===== config.mk =====
export PLATFORM = sky130hd
export DESIGN_NAME = filt_capture_fifo
export DESIGN_NICKNAME = d
export VERILOG_FILES = /design/src/rtl/hss_pkg.sv /design/src/rtl/capture_ram.sv /design/src/rtl/filt_capture_fifo.sv
export SDC_FILE = /design/constraint.sdc
export NUM_CORES = 1
export LEC_CHECK = 0
export ABC_CLOCK_PERIOD_IN_PS = 3600
export BUFFER_PORTS_ARGS = -buffer_cell sky130_fd_sc_hd__buf_4
export CAP_MARGIN = 20
export CORE_MARGIN = 5
export CORE_UTILIZATION = 55
export CTS_CLUSTER_DIAMETER = 30
export DETAILED_ROUTE_END_ITERATION = 12
export PLACE_DENSITY_LB_ADDON = 0.08
export SYNTH_ARGS = -nofsm -noshare
export SYNTH_HDL_FRONTEND = slang
export SYNTH_HIERARCHICAL = 1
export SYNTH_SLANG_ARGS = --single-unit

===== constraint.sdc =====
create_clock -name CLK -period 3.6 [get_ports CLK]
set_clock_uncertainty 0.05 [all_clocks]
set_input_delay 0.72 -clock CLK [delete_from_list [all_inputs] [get_ports CLK]]
set_output_delay 0.72 -clock CLK [all_outputs]
set_load 0.01 [all_outputs]

===== src/rtl/hss_pkg.sv =====
// hss_pkg: types and helpers shared across the filter output path.
//   DATA_W   - sample width used by the capture FIFO and the energy block
//   sample_t - signed sample type
//   sat_abs  - absolute value that saturates the most-negative code
package hss_pkg;

  localparam int DATA_W = 16;

  typedef logic signed [DATA_W-1:0] sample_t;

  // |x|, with -2^(DATA_W-1) mapped to 2^(DATA_W-1)-1 because its true
  // magnitude cannot be represented in DATA_W bits.
  function automatic sample_t sat_abs(input sample_t x);
    sample_t most_neg;
    sample_t most_pos;
    most_neg = {1'b1, {(DATA_W-1){1'b0}}};
    most_pos = {1'b0, {(DATA_W-1){1'b1}}};
    if (x == most_neg) return most_pos;
    else if (x[DATA_W-1]) return -x;
    else return x;
  endfunction

endpackage


===== src/rtl/capture_ram.sv =====
// capture_ram: DEPTH x DATA_W simple dual-port RAM.
//   CLK, RST          - clock, async active-low reset (read register only)
//   wr_en/addr/data   - synchronous write port
//   rd_en/addr        - read strobe and address
//   rd_data           - registered read data, 1-cycle latency, holds when rd_en=0
// A read and a write to the same address on one edge returns the old contents.
module capture_ram #(
  parameter int DATA_W = 16,
  parameter int DEPTH  = 64,
  parameter int AW     = 6
) (
  input  logic              CLK,
  input  logic              RST,
  input  logic              wr_en,
  input  logic [AW-1:0]     wr_addr,
  input  logic [DATA_W-1:0] wr_data,
  input  logic              rd_en,
  input  logic [AW-1:0]     rd_addr,
  output logic [DATA_W-1:0] rd_data
);

  logic [DATA_W-1:0] mem [DEPTH];
  logic [DATA_W-1:0] rd_data_q;
  logic [DATA_W-1:0] rd_data_d;

  always_ff @(posedge CLK) begin
    if (wr_en) mem[wr_addr] <= wr_data;
  end

  always_comb begin
    rd_data_d = rd_data_q;
    if (rd_en) rd_data_d = mem[rd_addr];
  end

  always_ff @(posedge CLK or negedge RST) begin
    if (!RST) rd_data_q <= '0;
    else      rd_data_q <= rd_data_d;
  end

  assign rd_data = rd_data_q;

endmodule


===== src/rtl/filt_capture_fifo.sv =====
// filt_capture_fifo: decimating capture FIFO for the low-pass filter output.
//   CLK, RST            - clock, async active-low reset
//   enable              - capture enable; low clears the decimation phase
//   in_data, in_valid   - filtered sample stream
//   rd_req              - pop one entry per asserted cycle
//   clr_ovf             - clear sticky overflow
//   rd_data, rd_valid   - popped entry, valid one cycle after the pop
//   count, empty, full  - registered occupancy
//   overflow            - sticky: a kept sample was dropped on a full FIFO
// Build option: define CAPTURE_ABS_EN to store saturated |in_data|
// instead of the raw sample.
module filt_capture_fifo
  import hss_pkg::*;
#(
  parameter int DATA_W = hss_pkg::DATA_W,
  parameter int DEPTH  = 64,
  parameter int DECIM  = 2,
  localparam int AW    = $clog2(DEPTH)
) (
  input  logic              CLK,
  input  logic              RST,
  input  logic              enable,
  input  logic [DATA_W-1:0] in_data,
  input  logic              in_valid,
  input  logic              rd_req,
  input  logic              clr_ovf,
  output logic [DATA_W-1:0] rd_data,
  output logic              rd_valid,
  output logic [AW:0]       count,
  output logic              empty,
  output logic              full,
  output logic              overflow
);

  localparam int DCW = (DECIM > 1) ? $clog2(DECIM) : 1;

  logic [AW-1:0]  wr_ptr_q, wr_ptr_d;
  logic [AW-1:0]  rd_ptr_q, rd_ptr_d;
  logic [AW:0]    count_q, count_d;
  logic           empty_q, empty_d;
  logic           full_q, full_d;
  logic [DCW-1:0] decim_cnt_q, decim_cnt_d;
  logic           rd_valid_q, rd_valid_d;
  logic           ovf_q, ovf_d;

  logic              kept, push, pop, drop;
  logic [DATA_W-1:0] wr_data;

`ifdef CAPTURE_ABS_EN
  assign wr_data = DATA_W'(sat_abs(sample_t'(in_data)));
`else
  assign wr_data = in_data;
`endif

  always_comb begin
    kept = enable & in_valid & (decim_cnt_q == '0);
    pop  = rd_req & ~empty_q;
    // A pop on a full FIFO frees the slot the push needs this same edge.
    push = kept & (~full_q | pop);
    drop = kept & full_q & ~pop;

    decim_cnt_d = decim_cnt_q;
    if (!enable) decim_cnt_d = '0;
    else if (in_valid) begin
      if (decim_cnt_q == DCW'(DECIM - 1)) decim_cnt_d = '0;
      else                                decim_cnt_d = decim_cnt_q + DCW'(1);
    end

    wr_ptr_d = push ? wr_ptr_q + AW'(1) : wr_ptr_q;
    rd_ptr_d = pop  ? rd_ptr_q + AW'(1) : rd_ptr_q;

    count_d = count_q;
    if (push && !pop)      count_d = count_q + (AW+1)'(1);
    else if (!push && pop) count_d = count_q - (AW+1)'(1);

    empty_d    = (count_d == '0);
    full_d     = (count_d == (AW+1)'(DEPTH));
    rd_valid_d = pop;
    // A drop on the same edge as a clear wins so no loss goes unreported.
    ovf_d      = drop | (ovf_q & ~clr_ovf);
  end

  always_ff @(posedge CLK or negedge RST) begin
    if (!RST) begin
      wr_ptr_q    <= '0;
      rd_ptr_q    <= '0;
      count_q     <= '0;
      empty_q     <= 1'b1;
      full_q      <= 1'b0;
      decim_cnt_q <= '0;
      rd_valid_q  <= 1'b0;
      ovf_q       <= 1'b0;
    end else begin
      wr_ptr_q    <= wr_ptr_d;
      rd_ptr_q    <= rd_ptr_d;
      count_q     <= count_d;
      empty_q     <= empty_d;
      full_q      <= full_d;
      decim_cnt_q <= decim_cnt_d;
      rd_valid_q  <= rd_valid_d;
      ovf_q       <= ovf_d;
    end
  end

  capture_ram #(
    .DATA_W (DATA_W),
    .DEPTH  (DEPTH),
    .AW     (AW)
  ) u_ram (
    .CLK     (CLK),
    .RST     (RST),
    .wr_en   (push),
    .wr_addr (wr_ptr_q),
    .wr_data (wr_data),
    .rd_en   (pop),
    .rd_addr (rd_ptr_q),
    .rd_data (rd_data)
  );

  assign rd_valid = rd_valid_q;
  assign count    = count_q;
  assign empty    = empty_q;
  assign full     = full_q;
  assign overflow = ovf_q;

endmodule


; After elaboration in Yosys (flattened, before gate mapping)
; Memories as Yosys holds them, arrays and structs flattened. A register that Yosys moved wholly into a read port is not among the register bits.
; Index checks and enable logic that the tools add are counted.
[classes]
addsub = 5
eq_ne = 2
mux = 7
bitwise_logic = 14
reduce_logical = 6
[op_table]
columns = cell, count
row1 = 2-to-1 mux 7 bit, 2
row2 = adder 6 x 1 -> 6 bit (second input constant), 2
row3 = adder 7 x 1 -> 7 bit (second input constant), 1
row4 = bitwise AND 1 bit, 7
row5 = equality test 7 bit (second input constant), 1
row6 = logical NOT 7 bit, 1
row7 = subtractor 7 x 1 -> 7 bit (second input constant), 1
row8 = 2-to-1 mux 1 bit, 5
row9 = inverter 1 bit, 5
row10 = logical NOT 1 bit, 3
row11 = logical AND 1 bit, 2
row12 = != test 2 x 1 -> 1 bit (second input constant), 1
row13 = OR 1 bit, 2
row14 = adder 1 bit (second input constant), 1
[word_totals]
register_bits = 24
ram_bits = 1024
input_bits = 22
out_inout_bits = 27
elab_cells = 43
memories = 1
[mem_list]
columns = name, words, word_bits, rd, rd_clocked_by_memory_dff, wr, line_no
row1 = u_ram.mem, 64, 16, 1, 1, 1, capture_ram.sv:22  ; logic [DATA_W-1:0] mem [DEPTH];

; Longest topological paths before layout
; Gate-level depths: netlist of the first run.
[logic_depth]
word_depth = 9
depth_mapped = 10
mapped_depth_nobuf = 7

; Hierarchy
; The synthesis of the first run kept the hierarchy.
[modules_own_cells]
columns = mod, n_inst, cells_each, area_per_inst_um2, seq_area_each_um2
row1 = capture_ram, 1, 1897, 39925.8, 31149.9
row2 = filt_capture_fifo, 1, 117, 1265.0, 601.8

; Worst setup path after synthesis of the first run
; Ideal clock, no wire load.
[synth_path]
path_kind = input to register
start = in rd_req
end = mem u_ram.mem[48][0] (enable)
setup_time_ns = 0.409
arrival_time_ns = 3.069
required_time_ns = 3.141
path_slack_ns = 0.071
cell_stages = 6
n_path_buf = 1
cell_sequence = nand2b_4 > buf_6 > a21oi_1 > nand3_1 > or3_1 > nor3_1
[synth_via]
elab_chain_len = 5
[synth_rtl]
columns = item, line_no
row1 = "start, declared", filt_capture_fifo.sv:25  ; input logic rd_req,
row2 = bitwise AND 1 bit, filt_capture_fifo.sv:57  ; pop = rd_req & ~empty_q;
row3 = OR 1 bit, filt_capture_fifo.sv:59  ; push = kept & (~full_q | pop);
row4 = bitwise AND 1 bit, filt_capture_fifo.sv:59
row5 = net push, filt_capture_fifo.sv:46  ; logic kept, push, pop, drop;
row6 = 2-to-1 mux 1 bit, capture_ram.sv:27  ; if (wr_en) mem[wr_addr] <= wr_data;
row7 = 2-to-1 mux 1 bit (implied by the code), capture_ram.sv:27
row8 = "end, declared", capture_ram.sv:22
; The timed path passes the listed nets, and every way through them passes these cells.

==> flow_metrics.py, run 1 <==
metrics = {
    "cts": {
        "clock_path_buffers": 3,
        "cts_buffers": 182,
        "h-tree-depth": 4,
        "cts-hold-fix-buffers": 1,
        "clock_sinks": 1064,
        "postCtsSetupBuffers": 0,
        "cts_resized": 0,
        "clk_latency_ps": 720,
        "clkTransAtPathRegs_ps": 40,
        "cts_tree": "yes",
        "cts-root-buf": "clkbuf_16",
    },
    "placement": {
        "dp_hpwl_mm": 55.0,
        "gp_congestion": 0.893,
        "dpl_worst_slack_ps": 307,
        "portBuffers": 48,
    },
    "logic_synthesis": {
        "yosysWarnings": 6,
        "synth_area_leader_cell": "edfxtp_1",
        "ys_top_cells_by_count": "edfxtp_1, mux4_2, mux2i_1",
        "synth_cell_types": 60,
        "synthMostInstantiatedCell": "edfxtp_1",
        "synth.ff_latch_count": 1064,
        "synth_flop_cell": "edfxtp_1",
        "syn_inst": 2014,
        "syn_area_mm2": 0.0412,
        "synth_async_sr_flop_share": 0.0376,
        "synth.avg_cell_area_um2": 20.5,
        "synth_area_leaders": "edfxtp_1, mux4_2, mux2i_1",
        "synth_edf_count": 1024,
        "yosys.area.top_type_share": 0.747,
        "synth.yosys.seq_area_share": 0.771,
        "syn-num-nets": 2040,
    },
    "cells_and_area": {
        "final_layout_size_suffix_gt1_frac": 0.295,
        "syn2layout_area_growth_pct": 19.7,
        "regArea_mm2": 0.0318,
        "multi_input_area_mm2": 0.00884,
        "nNetsFinal": 2272,
        "n_fill_cell": 4951,
        "fin_util": 0.664,
    },
    "timing": {
        "period_share": 0.935,
        "maxSlewViolCount": 0,
        "finalCriticalPeriod_ps": 3370,
        "fin_hold_ws_ps": 161,
        "worstMarginPinSlew_ps": 861,
        "maxSlewHeadroom": 0.426,
        "report.final.hold_viol_count": 0,
        "clock.fmax_mhz": 297,
        "grt_setup_unrepaired": "no",
        "report.final.setup_viol": 0,
        "setup_ws_ps": 234,
        "fin_setup_tns_ps": 0,
    },
    "setup_path": {
        "max_stage_delay_ps": 700,
        "crit_arrival_ps": 3880,
        "worstPathMaxFanout": 27,
        "cp_num_buf_inv": 1,
        "crit_path_start_kind": "flip-flop",
        "path_class": "flip-flop to flip-flop",
        "crit_chain": "buf_4 -> mux4_2 -> a22oi_1 -> a21oi_1 -> a21oi_1 -> nand2_1",
        "slowest_stage": "dfrtp_4",
        "crit_family": "compound AO/OA/AOI/OAI gates",
        "cp_common_cell": "a21oi_1",
        "end_kind": "flip-flop",
        "required_ps": 4110,
    },
    "grt": {
        "grt_max_degree": 88,
        "grt.total_usage": 0.241,
        "grt_pass1_vias": 21304,
        "grt_pass1_wl_mm": 143,
        "grt_overflow": 0,
        "antenna_found_initial": 1,
    },
    "floorplanning": {
        "core.rowCount": 100,
        "die_x_um": 284,
        "ios": 49,
        "core-area_mm2": 0.0743,
        "initial_core_util": 0.554,
        "dieArea_mm2": 0.0805,
        "die_h_um": 284,
    },
    "worst_hold_path": {
        "hp-class": "input pin to flip-flop",
    },
    "flow_run": {
        "max_cap_viol_count": 0,
    },
    "power": {
        "powerDensity_mw_per_mm2": 817,
        "power.total_mw": 40.3,
        "ir_drop_mv": 0.477,
        "power_leakage_nw": 16.5,
    },
    "status": {
        "status": "complete, no violations",
    },
    "route": {
        "vias": 20902,
        "first_pass_iters": 5,
        "drc": 0,
        "wl_per_cell_um": 28.7,
        "vias_per_cell": 6.21,
        "dr.first_iter.drc_count": 2246,
        "detail-route-antenna-nets": 0,
        "drt-total-wl_mm": 96.8,
    },
}
-- metal layers --
metal	GRT usage	vias to the layer above	routed length [um]
met4	0.0798	0	2680
li1	-	8862	-
met5	0	-	0
met3	0.0422	146	6780
met1	0.346	11035	39800
met2	0.383	859	47600
-- registers in the layout, summed over array words and instances, names as in the netlist, 6 cells and up --
name,count
wr_ptr_q,6
count,7
u_ram/rd_data,16
u_ram/mem,1024
rd_ptr_q,6
-- cell families (layout without fill, tap and decap cells) --
family,Yosys count,in the layout,synth area share
AOI/OAI and AO/OA,204,204,0.0322
xor gates and xnor gates,14,14,0.00298
adders and majority gates,4,4,0.00122
buffers and inverters,113,497,0.0149
DFF,1064,1064,0.771
muxes,353,353,0.146
other,0,1,0
and+or+nand+nor,262,262,0.0323
-- through the flow --
stage	instance area, um2	std cells
floorplan	41200	2014
global placement	43100	3030
detailed placement	43100	3030
CTS	49300	3367
global route	49300	3367
finish	49300	3368
-- power breakdown --
group	total, mW	internal [mW]	switching (mW)
combinational	8.76	3.78	4.97
clock	17.1	11.3	5.78
sequential	14.4	13.9	0.463
total	40.3	29.1	11.2
-- area by class of cell --
| class | instances | area share |
|---|---|---|
| flip-flops and latches | 1064 | 0.644 |
| multi-input cells | 837 | 0.179 |
| clock buffers | 209 | 0.0963 |
| clock inverters | 127 | 0.0294 |
| repair buffers | 157 | 0.0260 |
| well taps | 969 | 0.0246 |
| inverters | 4 | 0.000304 |
| diodes | 1 | 0.0000507 |
-- final timing paths --
| kind | start | end | slack, ps | cells past startpoint |
|---|---|---|---|---|
| worst max-delay path | rd_ptr_q[0] | u_ram/rd_data[1] | 230 | 6 |
| worst min-delay path | clr_ovf | overflow | 160 | 2 |
| worst max register to register | rd_ptr_q[0] | u_ram/rd_data[1] | 230 | 6 |
| worst min register to register | overflow | overflow | 500 | 2 |
| max in group asynchronous | RST | rd_ptr_q[0] | 2590 | 2 |
| min in group asynchronous | RST | decim_cnt_q | 470 | 2 |
-- cells in the final DEF, fill, tap and decap left out, types with 20 or more instances in the layout --
cell       Yosys  layout
clkbuf_1      51      22
mux2i_1      112     112
bufinv_16      0      26
clkinv_1       0      28
nor2b_1       22      20
mux4_2       192     192
a21oi_1       51      51
edfxtp_1    1024    1024
clkinv_2       0      31
nor2_1        92      91
nand2_1       51      51
buf_4          2     148
nand3_1       27      27
dfrtp_1       39      36
mux2_2        47      47
a22oi_1       79      79
clkbuf_16      0     186
o22ai_1       63      63
No activity file was read; power rests on OpenSTA's default activity.
==> inputs of run 2 (changes only) <==
--- a/config.mk
+++ b/config.mk
@@ -5,7 +5,7 @@
 export SDC_FILE = /design/constraint.sdc
 export NUM_CORES = 1
 export LEC_CHECK = 0
-export ABC_CLOCK_PERIOD_IN_PS = 3600
+export ABC_CLOCK_PERIOD_IN_PS = 3350
 export BUFFER_PORTS_ARGS = -buffer_cell sky130_fd_sc_hd__buf_4
 export CAP_MARGIN = 20
 export CORE_MARGIN = 5
==> constraint.sdc (replaced) <==
create_clock -name CLK -period 3.35 [get_ports CLK]
set_clock_uncertainty 0.05 [all_clocks]
set_input_delay 0.67 -clock CLK [delete_from_list [all_inputs] [get_ports CLK]]
set_output_delay 0.67 -clock CLK [all_outputs]
set_load 0.02 [all_outputs]
==> run 2 against run 1 <==
Against the previous run: sequential cell count stayed put; fmax is 16% higher; combinational power rose by 12%; hold slack worse by 79 ps; critical path depth increased by 1; non-clock buffer count up 14; critical path type unchanged; highest routed layer is now met5.
==> flow_metrics.py, run 2 (synthesis gave the netlist of run 1 again) <==
metrics = {
    "cts": {
        "h-tree-depth": 4,
        "cts_tree": "yes",
        "clock_path_buffers": 3,
        "postCtsSetupBuffers": 0,
        "cts-hold-fix-buffers": 1,
        "cts-root-buf": "clkbuf_16",
        "clock_sinks": 1064,
        "clk_latency_ps": 740,
        "cts_buffers": 175,
        "clkTransAtPathRegs_ps": 50,
        "cts_resized": 0,
    },
    "cells_and_area": {
        "most-common-layout-cells": "edfxtp_1, mux4_2, clkbuf_16",
        "fin_util": 0.665,
        "largest_reg_flops": 1024,
        "syn2layout_area_growth_pct": 20.0,
        "final_layout_size_suffix_gt1_frac": 0.303,
        "nNetsFinal": 2279,
        "top_register": "u_ram/mem",
        "mostFrequentLayoutCell": "edfxtp_1",
        "n_fill_cell": 4869,
    },
    "floorplanning": {
        "ios": 49,
        "initial_core_util": 0.554,
        "die_h_um": 284,
        "core-area_mm2": 0.0743,
        "die_x_um": 284,
        "dieArea_mm2": 0.0805,
        "core.rowCount": 100,
    },
    "timing": {
        "grt_setup_unrepaired": "no",
        "finalCriticalPeriod_ps": 2910,
        "maxSlewHeadroom": 0.210,
        "report.final.hold_viol_count": 0,
        "fin_hold_ws_ps": 81.5,
        "period_share": 0.868,
        "report.final.setup_viol": 0,
        "clock.fmax_mhz": 344,
        "worstMarginPinSlew_ps": 1180,
        "fin_setup_tns_ps": 0,
        "setup_ws_ps": 444,
        "maxSlewViolCount": 0,
    },
    "route": {
        "vias_per_cell": 6.26,
        "dr.first_iter.drc_count": 2294,
        "first_pass_iters": 5,
        "vias": 21118,
        "wl_per_cell_um": 29.5,
        "detail-route-antenna-nets": 0,
        "drt-total-wl_mm": 99.5,
        "drc": 0,
    },
    "setup_path": {
        "crit_chain": "buf_4 -> nand4bb_1 -> o22ai_1 -> nor3_1 -> nand3_1 -> o22ai_1 -> nand2_1",
        "crit_path_start_kind": "flip-flop",
        "end_kind": "flip-flop",
        "crit_arrival_ps": 3460,
        "required_ps": 3900,
        "path_class": "flip-flop to flip-flop",
        "worstPathMaxFanout": 21,
        "max_stage_delay_ps": 670,
        "slowest_stage": "nand4bb_1",
        "cp_common_cell": "o22ai_1",
    },
    "status": {
        "status": "complete, no violations",
    },
    "placement": {
        "dp_hpwl_mm": 56.3,
        "dpl_worst_slack_ps": 428,
        "gp_congestion": 0.879,
        "portBuffers": 48,
    },
    "grt": {
        "grt_max_degree": 97,
        "grt_pass1_vias": 21618,
        "antenna_found_initial": 1,
        "grt.total_usage": 0.248,
        "grt_pass1_wl_mm": 146,
        "grt_overflow": 0,
    },
    "flow_run": {
        "max_cap_viol_count": 0,
    },
    "power": {
        "power_leakage_nw": 16.5,
        "powerDensity_mw_per_mm2": 874,
        "ir_drop_mv": 0.680,
        "power.total_mw": 43.2,
    },
    "worst_hold_path": {
        "hp-class": "input pin to flip-flop",
    },
}
run 2: cell count changes in the layout (fill, tap and decap cells not counted), sizes merged, moves of 5 or more:
cell,previous run,this run
buf,156,170
bufinv,26,21
clkbuf,209,202
clkinv,78,70
clkinvlp,10,17
inv,17,23
run 2: critical path, delay by kind of cell, from the launching register on:
family	cells	cell delay [ps]
flip-flops	1	560
buffers and inverters	1	430
AND/OR/NAND/NOR	4	1180
AO/OA/AOI/OAI	2	550
run 2: worst paths after layout:
kind / cells after the start / slack, ps / to / start
worst min register to register: 2 / 490 / overflow / overflow
worst min-delay path: 2 / 80 / overflow / clr_ovf
worst max register to register: 7 / 440 / u_ram/rd_data[10] / rd_ptr_q[4]
min in group asynchronous: 2 / 430 / count[5] / RST
worst max-delay path: 7 / 440 / u_ram/rd_data[10] / rd_ptr_q[4]
max in group asynchronous: 2 / 2330 / rd_ptr_q[0] / RST
run 2: final cells by class:
cell class                 count  area, um2  area share
timing repair buffer         171       1520      0.0308
inverter                       4       15.0    0.000304
tap                          969       1210      0.0245
clock buffer                 202       4630      0.0936
multi-input combinational    837       8840       0.179
sequential                  1064      31800       0.643
antenna                        2       5.00    0.000101
clock inverter               127       1430      0.0289
run 2: per-layer routing:
metal | track usage | share of wire | vias to the layer above
met3 | 0.0582 | 0.079 | 160
met2 | 0.371 | 0.47 | 875
met5 | 0 | 0.00013 | -
li1 | - | - | 8893
met4 | 0.0847 | 0.029 | 2
met1 | 0.368 | 0.42 | 11188
run 2: report_power, final:
part           switching (mW)  internal (mW)  leakage (nW)
sequential              0.478           15.0          9.70
combinational            5.60           4.20          3.91
clock                    6.31           11.6          2.92
total                    12.4           30.8          16.5
run 2: metrics by stage:
stage | std cells | area (um2)
after detailed placement | 3043 | 43300
after global routing | 3374 | 49400
final | 3376 | 49400
after CTS | 3373 | 49400
after floorplan | 2014 | 41200
after global placement | 3042 | 43300
